### src/rtl/display_port_bridge.sv
// Port-I/O bridge from the KCPSM3 CPU to the character display memory.
// Direct window, cursor stream port with wrap, attribute/fill registers, clear engine.
module display_port_bridge #(
  parameter int COL_BITS = 7,
  parameter int ROW_BITS = 5,
  parameter int NUM_COLS = 80,
  parameter int NUM_ROWS = 30,
  parameter logic [7:0] DEFAULT_ATTR = 8'h0F
) (
  input  logic                         clk,
  input  logic                         reset,
  input  logic [7:0]                   port_id,
  input  logic                         write_strobe,
  input  logic [7:0]                   out_port,
  output logic [7:0]                   in_port,
  output logic                         mem_en,
  output logic [ROW_BITS+COL_BITS-1:0] mem_addr,
  output logic [15:0]                  mem_data,
  output logic                         busy
);

  localparam logic [COL_BITS-1:0] LAST_COL = COL_BITS'(NUM_COLS - 1);
  localparam logic [ROW_BITS-1:0] LAST_ROW = ROW_BITS'(NUM_ROWS - 1);
  localparam logic [7:0] COL_LIM = 8'(NUM_COLS);
  localparam logic [7:0] ROW_LIM = 8'(NUM_ROWS);

  typedef enum logic {IDLE, CLEAR} state_t;

  state_t state, state_nx;

  logic [ROW_BITS-1:0] row, cur_row, crow, nx_row;
  logic [COL_BITS-1:0] cur_col, ccol, nx_col, dir_col;
  logic [7:0] attr, fill, c_attr, c_fill, rd_data;
  logic mode;
  logic is_reg, col_ok, is_nl, last_cell;
  logic do_dir, do_str, do_clr;

  assign busy    = (state == CLEAR);
  assign is_reg  = (port_id[7:3] == 5'b10000);
  assign dir_col = COL_BITS'(port_id[6:0]);
  assign col_ok  = ({1'b0, port_id[6:0]} < COL_LIM);
  assign is_nl   = mode && (out_port == 8'h0A);

  assign do_dir = write_strobe && !port_id[7] && col_ok && !busy;
  assign do_str = write_strobe && is_reg && (port_id[2:0] == 3'd4) && !busy;
  assign do_clr = write_strobe && is_reg && (port_id[2:0] == 3'd5)
                  && out_port[0] && !busy;

  assign last_cell = (ccol == LAST_COL) && (crow == LAST_ROW);

  // Cursor advance shared by stream characters and newline
  always_comb begin
    nx_col = cur_col + 1'b1;
    nx_row = cur_row;
    if (is_nl || cur_col == LAST_COL) begin
      nx_col = '0;
      nx_row = (cur_row == LAST_ROW) ? '0 : cur_row + 1'b1;
    end
  end

  always_comb begin
    state_nx = state;
    unique case (state)
      IDLE:  if (do_clr) state_nx = CLEAR;
      CLEAR: if (last_cell) state_nx = IDLE;
    endcase
  end

  always_comb begin
    rd_data = '0;
    case (port_id)
      8'h80:   rd_data = 8'(row);
      8'h81:   rd_data = attr;
      8'h82:   rd_data = 8'(cur_col);
      8'h83:   rd_data = 8'(cur_row);
      8'h85:   rd_data = {7'b0, busy};
      8'h86:   rd_data = fill;
      8'h87:   rd_data = {7'b0, mode};
      default: rd_data = '0;
    endcase
  end

  always_ff @(posedge clk or negedge reset) begin
    if (!reset) state <= IDLE;
    else        state <= state_nx;
  end

  always_ff @(posedge clk or negedge reset) begin
    if (!reset) begin
      mem_en   <= 1'b0;
      mem_addr <= '0;
      mem_data <= '0;
      in_port  <= '0;
      row      <= '0;
      attr     <= DEFAULT_ATTR;
      cur_col  <= '0;
      cur_row  <= '0;
      fill     <= 8'h20;
      mode     <= 1'b0;
      crow     <= '0;
      ccol     <= '0;
      c_attr   <= '0;
      c_fill   <= '0;
    end else begin
      mem_en  <= 1'b0;
      in_port <= rd_data;
      if (write_strobe && is_reg) begin
        case (port_id[2:0])
          3'd0: if (out_port < ROW_LIM) row <= ROW_BITS'(out_port);
          3'd1: attr <= out_port;
          3'd2: if (out_port < COL_LIM) cur_col <= COL_BITS'(out_port);
          3'd3: if (out_port < ROW_LIM) cur_row <= ROW_BITS'(out_port);
          3'd6: fill <= out_port;
          3'd7: mode <= out_port[0];
          default: ;
        endcase
      end
      unique case (1'b1)
        busy: begin
          mem_en   <= 1'b1;
          mem_addr <= {crow, ccol};
          mem_data <= {c_attr, c_fill};
          if (ccol == LAST_COL) begin
            ccol <= '0;
            crow <= (crow == LAST_ROW) ? '0 : crow + 1'b1;
          end else begin
            ccol <= ccol + 1'b1;
          end
          if (last_cell) begin
            cur_col <= '0;
            cur_row <= '0;
          end
        end
        do_clr: begin
          crow   <= '0;
          ccol   <= '0;
          c_attr <= attr;
          c_fill <= fill;
        end
        do_str: begin
          if (!is_nl) begin
            mem_en   <= 1'b1;
            mem_addr <= {cur_row, cur_col};
            mem_data <= {attr, out_port};
          end
          cur_col <= nx_col;
          cur_row <= nx_row;
        end
        do_dir: begin
          mem_en   <= 1'b1;
          mem_addr <= {row, dir_col};
          mem_data <= {attr, out_port};
        end
        default: ;
      endcase
    end
  end

endmodule
### config.mk
export PLATFORM = sky130hd
export DESIGN_NAME = display_port_bridge
export DESIGN_NICKNAME = d
export VERILOG_FILES = /design/src/rtl/display_port_bridge.sv
export SDC_FILE = /design/constraint.sdc
export NUM_CORES = 1
export LEC_CHECK = 0
export ABC_AREA = 0
export CORE_ASPECT_RATIO = 0.5
export CORE_UTILIZATION = 45
export CTS_BUF_LIST = sky130_fd_sc_hd__clkbuf_2 sky130_fd_sc_hd__clkbuf_4 sky130_fd_sc_hd__clkbuf_8
export DETAILED_ROUTE_END_ITERATION = 7
export GPL_TIMING_DRIVEN = 0
export PLACE_DENSITY = 0.71
export SYNTH_ARGS = -nofsm -noshare
export SYNTH_HDL_FRONTEND = slang
export SYNTH_SLANG_ARGS = --single-unit
### constraint.sdc
create_clock -name clk -period 3.9 [get_ports clk]
set_input_delay 0.78 -clock clk [delete_from_list [all_inputs] [get_ports clk]]
set_output_delay 0.78 -clock clk [all_outputs]
set_load 0.01 [all_outputs]
==> impl_results.md <==
- Outcome: complete, no violations
- Post-layout worst setup margin: about 0.59 ns
- Final WL: between 10 and 15 mm
- Clock Pin Slew Worst Setup and Hold Paths: 0.10 ns
- Place WS: 0.213 ns
- DR iter-0 viols: 332
- Slew @ Worst Pin: 0.734 ns
- I/O pins: 57
- Clock share of power: between 20% and 30%
- Sequential fraction of the synthesis area: 50.9%
- Synth warn: 0
- Worst VDD drop: around 0.16 mV
- Hold buffer count at cts: 0
- Final slew viol count: 0
- Final #Nets: 548
- Starting Density: 47.3%
- Critical path class: in2reg
- DR vias/cell: ~5.8
- WHS: 0.365 ns
- Leak: about 2.6 nW
- Dpl hpwl: 9.04 mm
- Max Cap Viol: 0
- Skew final: 0.00997 ns
- Register share of total power: a little over half
- Cells after Synth: approximately 460
- Chip width: roughly 150 µm
- Psw: around 0.66 mW
- Flops & latches, synth: 100
- EDFF count, synth: 0
- Share of layout cells above drive strength 1: 16.1%
- Die footprint: 0.0114 mm²
- HP Class: in2async
- Endpoint kind of the worst setup timing path: register
- GR Util All Layers: 23.5%
- ANT cells: 0
- Fin area: 0.00583 mm²
- Avg Cell Area, Syn: 10.7 µm²
- Vias in the first global route: ~3,700
- Setup Viol. Count Final: 0
- Number of port buffers: 52
- Pwr/cell area: 392 mW/mm²
- Max FO, Critical Path: 10
- # DRC: 0
- Worst r2r src: busy
- R2r setup slk: ~1.3 ns
- R2r endpoint: mem_data[9]
- Startpoint class of the critical path: input pin
- CP arrival: 3.54 ns
- Routability Congestion: between 0.8 and 0.9
- CTS tree: yes
- First-pass GRT wire length: 20.4 mm
- Grt ovf: 0
- Switching share of power: 29.1%
- Peak Freq: 302 MHz
- DRT Pass-1 Iters: 4
- Postcts setup bufs: 0
- Number of fill cells in the layout: 934
- Worst EP required: 4.13 ns
- Worst reg-to-reg path cell count: 7
- Routed len/inst: between 15 and 20 µm
- Worst-Skew Late Latency: 0.38 ns
- Num Clock Sinks: 100
- Final Hold Fails: 0
- # rows: 26
- Core area: 0.0104 mm²
- RSZ-0062 raised after global routing: false
- Ys flop type: dfrtp_1
- Async SR Flop Fraction: 100%
- Cell Area, Synth: 0.00493 mm²
- H-tree levels: 3
- Pin count of the biggest net entering global routing: 63
- CTS Buffer Depth: 2
- Internal: approximately 1.6 mW
- Die height: 76 µm
- Root Buffer: clkbuf_8
- Area Overhead vs Synth: 18.3%
- Net count after synthesis: roughly 480
- Distinct cell type count after synthesis: 57
- Post-CTS Resized: 0
- Comb power frac: 18.8%
- Period Utilization, post-route: 85.0%
- Final Util: a little under three fifths
- Max_slew headroom: 51.1%
- Vias: 3,866
- Final antenna-violating net count: 0
- CTS Buf Count: 9
- Area after DPL: 0.00565 mm²
- Initial antenna violation count: 0
- Crit path time final: 3.31 ns
==> how the worst max path moves through the flow <==
stage	endpoint	cells past startpoint	from	slack [ns]
2_1_floorplan	row[1]	7	port_id[5]	1.03
3_3_place_gp	crow[0]	1	reset	-1.71
3_5_place_dp	mem_addr[5]	9	port_id[5]	0.21
4_1_cts	mem_addr[0]	9	port_id[5]	0.61
5_1_grt	mem_addr[0]	9	port_id[5]	0.35
6_report	mem_addr[0]	9	port_id[5]	0.59
==> state kept, by name (all words and copies together), names as in the netlist <==
signal and flops:
crow 5, fill 8, cur_col 7, cur_row 5, row 5, mem_en 1, mem_addr 12, ccol 7
c_fill 8, mem_data 16, in_port 8, mode 1, attr 8, c_attr 8, busy 1
==> power by group through the flow <==
stage          logic (mW)  registers, mW  clock network, mW
6_report            0.430           1.23              0.626
5_1_grt             0.478           1.25              0.679
4_1_cts             0.435           1.23              0.638
3_5_place_dp        0.432           1.25                  0
3_3_place_gp        0.423           1.24                  0
2_1_floorplan       0.179           1.26                  0
==> layout by cell type, fill, tap and decap left out, types with 8 or more instances in the layout <==
cell,synthesis,final
a31oi_1,13,13
dfrtp_1,95,95
nand3_1,14,14
mux2i_1,18,18
a22o_1,8,8
o21ai_0,16,16
mux2_2,39,39
a22oi_1,13,13
clkbuf_8,0,10
nand2_1,41,41
a21oi_1,23,23
nor2_1,50,50
clkdlybuf4s50_1,0,51
clkbuf_1,18,18
==> routing by layer <==
metal  vias to the layer above  share of wire, %  track usage, %  routed length, µm
met5                         -                 0               0                  0
met4                         0              0.83            4.44                104
met3                        10               6.7            6.89                839
met2                       121                44            34.3               5560
met1                      1937                48            34.9               6050
li1                       1798                 -               -                  -
==> cell type report <==
cell class	instances	area, µm²	share of cell area, %
Inverter	6	22.5	0.386
Clock inverter	5	37.5	0.644
Sequential cell	100	2510	43.0
Multi-Input combinational cell	327	2280	39.2
Buffer	26	113	1.93
Timing Repair Buffer	53	546	9.35
Tap cell	140	175	3.00
Clock buffer	11	145	2.49
==> cells by family (layout without fill, tap and decap cells) <==
logic type	Yosys count	after routing	synth area share [%]
xor gates and xnor gates	4	4	0.711
buffers and inverters	32	101	2.74
adders and majority gates	6	6	1.52
muxes	62	62	14.9
AOI/OAI and AO/OA	94	94	12.2
and+or+nand+nor	161	161	17.1
DFF	100	100	50.9
==> per-stage QoR <==
stage | setup TNS, ns | instances | total power, mW
floorplan | 0 | 459 | 1.44
global placement | -163.64 | 651 | 1.67
detailed placement | 0 | 652 | 1.68
CTS | 0 | 668 | 2.30
global route | 0 | 668 | 2.40
finish | 0 | 668 | 2.29
==> Yosys cell counts, types with 6 or more instances <==
master | n | area, µm²
a21oi_1 | 23 | 115
a22o_1 | 8 | 70.1
a22oi_1 | 13 | 97.6
a31oi_1 | 13 | 81.3
buf_2 | 6 | 30.0
clkbuf_1 | 18 | 67.6
dfrtp_1 | 95 | 2380
ha_1 | 6 | 75.1
inv_1 | 6 | 22.5
mux2_2 | 39 | 439
mux2i_1 | 18 | 180
nand2_1 | 41 | 154
nand3_1 | 14 | 70.1
nor2_1 | 50 | 188
nor2b_1 | 6 | 37.5
o21ai_0 | 16 | 80.1
==> critical path, cell delays in order <==
cell	delay [ns]
clkdlybuf4s50_1	0.44
or4_1	0.54
buf_2	0.18
nor3_1	0.18
nand2_1	0.07
nand2_1	0.16
clkbuf_1	0.50
clkbuf_1	0.52
a31oi_1	0.17
(Power assumes the default switching activity.)
